`src/rtl/boot_bus_master_pkg.sv`:
```
// Shared types and defaults for the boot-memory loader: FSM states, default geometry.
package boot_bus_master_pkg;

  localparam int                BYTE_W         = 8;
  localparam int                DATA_W_DEF     = 16;
  localparam int                ADDR_W_DEF     = 4;
  localparam int                NWORDS_DEF     = 4;
  localparam logic [3:0]        BASE_ADDR_DEF  = 4'h7;

  typedef enum logic [3:0] {
    IDLE,
    RX_HI,
    RX_LO,
    WR_SETUP,
    WR_STROBE,
    WR_HOLD,
    RD_ADDR,
    RD_CMP,
    DONE,
    ERR
  } state_t;

endpackage

```
`src/rtl/boot_bus_master_packer.sv`:
```
// Valid/ready byte-to-word assembler: high byte first, low byte completes the word.
// Opens for exactly one word per arm pulse and closes itself after the low byte.
module boot_byte_packer
  import boot_bus_master_pkg::*;
(
  input  logic              clk8th,
  input  logic              rst,
  input  logic              arm,
  input  logic              in_valid,
  input  logic [BYTE_W-1:0] in_byte,
  output logic              in_ready,
  output logic              hi_take,
  output logic              lo_take,
  output logic [15:0]       word
);

  logic              lo_phase;
  logic [BYTE_W-1:0] hi_byte;
  logic              take;

  assign take    = in_valid & in_ready;
  assign hi_take = take & ~lo_phase;
  assign lo_take = take & lo_phase;
  // The low byte is forwarded straight through so the FSM can capture the whole word on the handshake edge.
  assign word    = {hi_byte, in_byte};

  always_ff @(posedge clk8th or posedge rst) begin
    if (rst) begin
      in_ready <= 1'b0;
      lo_phase <= 1'b0;
      hi_byte  <= '0;
    end else if (arm) begin
      in_ready <= 1'b1;
      lo_phase <= 1'b0;
    end else if (hi_take) begin
      hi_byte  <= in_byte;
      lo_phase <= 1'b1;
    end else if (lo_take) begin
      in_ready <= 1'b0;
      lo_phase <= 1'b0;
    end
  end

endmodule

```
`src/rtl/boot_bus_master.sv`:
```
// Loads a big-endian byte stream into the boot memory, reads it back and reports done/error.
// Every bus output is a flop so the memory's gated write clock (we & cs) never sees a glitch.
module boot_bus_master
  import boot_bus_master_pkg::*;
#(
  parameter int                ADDR_W    = ADDR_W_DEF,
  parameter logic [ADDR_W-1:0] BASE_ADDR = ADDR_W'(BASE_ADDR_DEF),
  parameter int                NWORDS    = NWORDS_DEF,
  parameter int                DATA_W    = DATA_W_DEF
) (
  input  logic              clk8th,
  input  logic              rst,
  input  logic              start,
  input  logic              in_valid,
  input  logic [7:0]        in_byte,
  output logic              in_ready,
  output logic              mem_cs,
  output logic              mem_we,
  output logic [ADDR_W-1:0] mem_addr,
  output logic [DATA_W-1:0] mem_din,
  input  logic [DATA_W-1:0] mem_dout,
  output logic              cpu_hold,
  output logic              done,
  output logic              error,
  output logic [ADDR_W-1:0] err_addr
);

  localparam int               CNT_W = (NWORDS > 1) ? $clog2(NWORDS) : 1;
  localparam logic [CNT_W-1:0] LAST  = CNT_W'(NWORDS - 1);

  if (DATA_W != 16) begin : g_bad_data_w
    $error("boot_bus_master: DATA_W must be 16");
  end
  if (NWORDS < 1 || int'(BASE_ADDR) + NWORDS - 1 > (1 << ADDR_W) - 1) begin : g_bad_range
    $error("boot_bus_master: BASE_ADDR+NWORDS-1 exceeds the last writable word");
  end

  state_t            state;
  logic [CNT_W-1:0]  cnt;
  logic [DATA_W-1:0] buffer [NWORDS];

  logic              arm;
  logic              hi_take;
  logic              lo_take;
  logic [15:0]       word;
  logic              idle_like;

  function automatic logic [ADDR_W-1:0] word_addr(input logic [CNT_W-1:0] c);
    return BASE_ADDR + ADDR_W'(c);
  endfunction

  assign idle_like = (state == IDLE) || (state == DONE) || (state == ERR);
  assign arm       = (idle_like && start) || (state == WR_HOLD && cnt != LAST);

  boot_byte_packer u_packer (
    .clk8th   (clk8th),
    .rst      (rst),
    .arm      (arm),
    .in_valid (in_valid),
    .in_byte  (in_byte),
    .in_ready (in_ready),
    .hi_take  (hi_take),
    .lo_take  (lo_take),
    .word     (word)
  );

  always_ff @(posedge clk8th or posedge rst) begin
    if (rst) begin
      state    <= IDLE;
      cnt      <= '0;
      mem_cs   <= 1'b0;
      mem_we   <= 1'b0;
      mem_addr <= '0;
      mem_din  <= '0;
      cpu_hold <= 1'b0;
      done     <= 1'b0;
      error    <= 1'b0;
      err_addr <= '0;
      for (int i = 0; i < NWORDS; i++) buffer[i] <= '0;
    end else begin
      case (state)
        IDLE, DONE, ERR: begin
          if (start) begin
            done     <= 1'b0;
            error    <= 1'b0;
            err_addr <= '0;
            cnt      <= '0;
            cpu_hold <= 1'b1;
            state    <= RX_HI;
          end
        end
        RX_HI: begin
          if (hi_take) state <= RX_LO;
        end
        RX_LO: begin
          if (lo_take) begin
            buffer[cnt] <= DATA_W'(word);
            mem_cs      <= 1'b1;
            mem_we      <= 1'b0;
            mem_addr    <= word_addr(cnt);
            mem_din     <= DATA_W'(word);
            state       <= WR_SETUP;
          end
        end
        WR_SETUP: begin
          mem_we <= 1'b1;
          state  <= WR_STROBE;
        end
        WR_STROBE: begin
          // cs drops together with we; addr/din stay put for hold time.
          mem_we <= 1'b0;
          mem_cs <= 1'b0;
          state  <= WR_HOLD;
        end
        WR_HOLD: begin
          if (cnt == LAST) begin
            cnt      <= '0;
            mem_cs   <= 1'b1;
            mem_addr <= word_addr('0);
            mem_din  <= '0;
            state    <= RD_ADDR;
          end else begin
            cnt   <= cnt + 1'b1;
            state <= RX_HI;
          end
        end
        RD_ADDR: begin
          state <= RD_CMP;
        end
        RD_CMP: begin
          if (mem_dout != buffer[cnt]) begin
            error    <= 1'b1;
            err_addr <= mem_addr;
            mem_cs   <= 1'b0;
            mem_addr <= '0;
            state    <= ERR;
          end else if (cnt == LAST) begin
            done     <= 1'b1;
            cpu_hold <= 1'b0;
            mem_cs   <= 1'b0;
            mem_addr <= '0;
            state    <= DONE;
          end else begin
            cnt      <= cnt + 1'b1;
            mem_addr <= word_addr(cnt + 1'b1);
            state    <= RD_ADDR;
          end
        end
        default: state <= IDLE;
      endcase
    end
  end

endmodule
```
`config.mk`:
```
export PLATFORM = sky130hd
export DESIGN_NAME = boot_bus_master
export DESIGN_NICKNAME = d
export VERILOG_FILES = /design/src/rtl/boot_bus_master_pkg.sv /design/src/rtl/boot_bus_master_packer.sv /design/src/rtl/boot_bus_master.sv
export SDC_FILE = /design/constraint.sdc
export NUM_CORES = 1
export LEC_CHECK = 0
export CORE_ASPECT_RATIO = 1.1
export CORE_MARGIN = 2
export CORE_UTILIZATION = 60
export DETAILED_ROUTE_END_ITERATION = 8
export HOLD_SLACK_MARGIN = 0.12
export PLACE_DENSITY = 0.91
export SETUP_SLACK_MARGIN = 0.3
export SLEW_MARGIN = 5
export SYNTH_ARGS = -nofsm -noshare
export SYNTH_HDL_FRONTEND = slang
export SYNTH_SLANG_ARGS = --single-unit
```
`constraint.sdc`:
```
create_clock -name clk8th -period 9.9 [get_ports clk8th]
set_input_delay 1.98 -clock clk8th [delete_from_list [all_inputs] [get_ports clk8th]]
set_output_delay 1.98 -clock clk8th [all_outputs]
set_load 0.01 [all_outputs]
```
==> out/metrics.json <==
{
  "timing": {
    "final_setup_skew_ns": 0.0109,
    "timing.final.ws_setup_ns": 5.93,
    "number_of_hold_violations_in_the_final_report": 0,
    "tightestPinTransition_ns": 1.28,
    "max-slew-margin-rel_pct": 14.6,
    "drv_slew": 0,
    "setup-tns-final_ns": 0,
    "setup_viol": 0,
    "achievable-frequency_mhz": 252,
    "layout_min_cycle_time_ns": 3.97,
    "min_period_over_period_pct": 40.1,
    "grt_setup_unrepaired": "false",
    "worst_case_hold_slack_ns": 0.500
  },
  "synthesis": {
    "sequential_element_share_of_the_synthesized_area_pct": 53.5,
    "synth-edff-count": 0,
    "synth_ff_type": "dfrtp_1",
    "synth.yosys.warnings": 0,
    "synthesis.nets": 440,
    "syn-cell-area_mm2": 0.00510,
    "syn-mean-instance-area_um2": 12.6,
    "ys_async_sr_fraction_pct": 100,
    "flip_flop_and_latch_count_after_synthesis": 109,
    "synth_cells": 406,
    "post_synthesis_cell_type_count": 41
  },
  "routing": {
    "route.vias.total": 3382,
    "via_per_inst": 5.93,
    "final_routed_wire_length_divided_by_cell_count_um": 19.0,
    "first_iter_violations": 192,
    "route.final.wire_length_um": 10800,
    "remaining_number_of_nets_flagged_by_the_antenna_check_after_routing": 0,
    "drtPass1Iterations": 4,
    "remaining_drc_errors": 0
  },
  "power": {
    "switching_power_w": 0.000556,
    "combinationalPowerShare_pct": 37.6,
    "ir_worst_vdd_mv": 0.159,
    "cellInternalPower_w": 0.00105,
    "power_frac_seq_pct": 45.4,
    "power.share.clock_pct": 17.1,
    "power_leakage_nw": 2.66,
    "powerDensity_mw_per_mm2": 270,
    "power.switching_fraction_pct": 34.7
  },
  "final_layout": {
    "num_antenna_cells": 0,
    "fraction_of_layout_instances_using_a_drive_strength_above_1_pct": 24.6,
    "syn_to_final_growth_pct": 16.4,
    "layout.core_utilization_pct": 71.3,
    "layout.cells.non_filler": 570,
    "finish.net_count": 488
  },
  "outcome": {
    "outcome": "complete, no violations"
  },
  "critical_path": {
    "timing.critical_path.from_type": "primary input",
    "worstSetupEndpointType": "flip-flop",
    "criticalPathCategory": "in2reg",
    "crit_arrival_ns": 4.26,
    "timing.reg2reg.setup_slack_ns": 6.67,
    "cp.required_ns": 10.20,
    "critical_path.startpoint": "in_valid",
    "crit-reg2reg-launch": "cnt[1]",
    "critical_path_peak_fanout": 33
  },
  "cts": {
    "cts_num_sinks": 109,
    "cts-hold-fix-buffers": 0,
    "clk_root_buffer_cell": "clkbuf_8",
    "cts.repair_timing.setup_buffer_count": 0,
    "clk_pin_slew_worst_paths_ns": 0.10,
    "htree_num_levels": 3,
    "post_cts_resized": 0,
    "tritoncts.num_buffers": 9,
    "tritoncts": "yes",
    "clock_path_buffers": 2,
    "insertion_delay_ns": 0.37
  },
  "grt": {
    "vias_in_the_first_global_route": 3512,
    "initial_antenna_violation_count": 0,
    "grt_first_pass_wirelength_um": 17800,
    "global_route.usage.total_pct": 25.1,
    "grt_remaining_overflow": 0,
    "grt_max_degree": 63
  },
  "floorplan": {
    "core.rowCount": 35,
    "dieHeight_um": 101,
    "fp.dieArea_mm2": 0.00925,
    "floorplan.io_pins": 58,
    "die_width_um": 91.9,
    "floorplan.initialDensity_pct": 61.2,
    "placeableCoreArea_mm2": 0.00832
  },
  "placement": {
    "buffer_ports.inserted": 57,
    "finalWeightedCongestion": 0.868,
    "dp_hpwl_um": 7230,
    "place_ws_ns": 5.57,
    "dpl.cell_count": 554
  },
  "job": {
    "max_cap_viol_count": 0
  },
  "min_path": {
    "min-delay-start": "done",
    "min-delay-path-class": "reg2reg"
  }
}
-- worst max-delay path, cell delays in order --
cell and delay (ns):
clkdlybuf4s50_1 0.47, and3_1 0.26, nand3_1 0.15, a21oi_2 1.00, o32ai_1 0.23, a21oi_1 0.18
-- metal layers --
| metal | vias up | GRT usage [%] | part of all wire [%] |
|---|---|---|---|
| met3 | 22 | 3.74 | 4.9 |
| li1 | 1541 | - | - |
| met4 | 0 | 10.2 | 2.3 |
| met2 | 116 | 40.4 | 49 |
| met5 | - | 0 | 0 |
| met1 | 1703 | 34.9 | 44 |
-- metrics by stage --
| stage | power (W) | instance area [um2] |
|---|---|---|
| 3_5_place_dp | 0.00133 | 5730 |
| 4_1_cts | 0.00161 | 5930 |
| 2_1_floorplan | 0.00111 | 5100 |
| 6_report | 0.00160 | 5930 |
| 5_1_grt | 0.00170 | 5930 |
| 3_3_place_gp | 0.00130 | 5730 |
-- placed cells by master, fill, tap and decap left out, types with 15 or more instances in the layout --
master           instances
nand2_1                 18
o21ai_0                 27
clkdlybuf4s50_1         57
nand3_1                 21
dfrtp_1                109
xnor2_1                 16
nor2_1                  15
mux2_2                  72
inv_1                   26
mux4_2                  16
-- state kept, by name (all words and copies together) (netlist names) --
name	count
cpu_hold	1
mem_we	1
err_addr	4
state	4
u_packer.in_ready	1
mem_addr	4
mem_cs	1
u_packer.lo_phase	1
buffer	64
error	1
done	1
cnt	2
mem_din	16
u_packer.hi_byte	8
-- worst paths after layout --
check,end,cells after the start
max,mem_cs,6
min,done,1
max reg2reg,mem_cs,7
min reg2reg,done,1
max in group asynchronous,buffer[47],3
min in group asynchronous,mem_we,2
-- Yosys cell counts, types with 2 or more instances --
library cell / instances / share of area (%)
o31a_1: 2 / 0.34
mux4_2: 16 / 7.1
clkbuf_1: 18 / 1.3
nand4_1: 5 / 0.61
xnor2_1: 16 / 2.7
nand2b_1: 2 / 0.25
buf_1: 3 / 0.22
nand2_1: 18 / 1.3
o21a_1: 2 / 0.29
and3_1: 2 / 0.25
or3_1: 2 / 0.25
a31oi_1: 2 / 0.25
nor3_1: 4 / 0.39
ha_1: 6 / 1.5
mux2_2: 72 / 16
dfrtp_1: 109 / 54
o21ai_0: 27 / 2.7
a21oi_1: 10 / 0.98
nor2_1: 15 / 1.1
mux2i_1: 5 / 0.98
buf_6: 2 / 0.44
inv_1: 27 / 2.0
a311oi_1: 3 / 0.52
nand3_1: 21 / 2.1
-- cell families after synthesis --
group                      Yosys count  share of synthesized area [%]
DFF                                109                           53.5
xor gates and xnor gates            17                           2.92
and+or+nand+nor                     76                           7.56
muxes                               93                           24.0
adders and majority gates            6                           1.47
AOI/OAI and AO/OA                   55                           6.58
buffers and inverters               50                           3.98
-- cell type report --
class | count | area (um2)
flip-flops and latches | 109 | 2730
clock inverters | 6 | 71.3
repair buffers | 60 | 593
inverters | 27 | 104
clock buffers | 10 | 128
well taps | 111 | 139
multi-input cells | 247 | 2170
fillers | 608 | 2390
-- power by group through the flow --
stage | clock (W) | sequential (W) | combinational (W)
after floorplan | 0 | 0.000705 | 0.000407
after global placement | 0 | 0.000719 | 0.000579
after detailed placement | 0 | 0.000731 | 0.000603
after CTS | 0.000274 | 0.000724 | 0.000607
after global routing | 0.000299 | 0.000748 | 0.000655
final | 0.000273 | 0.000727 | 0.000602
Power figures use the tool's default switching activity.
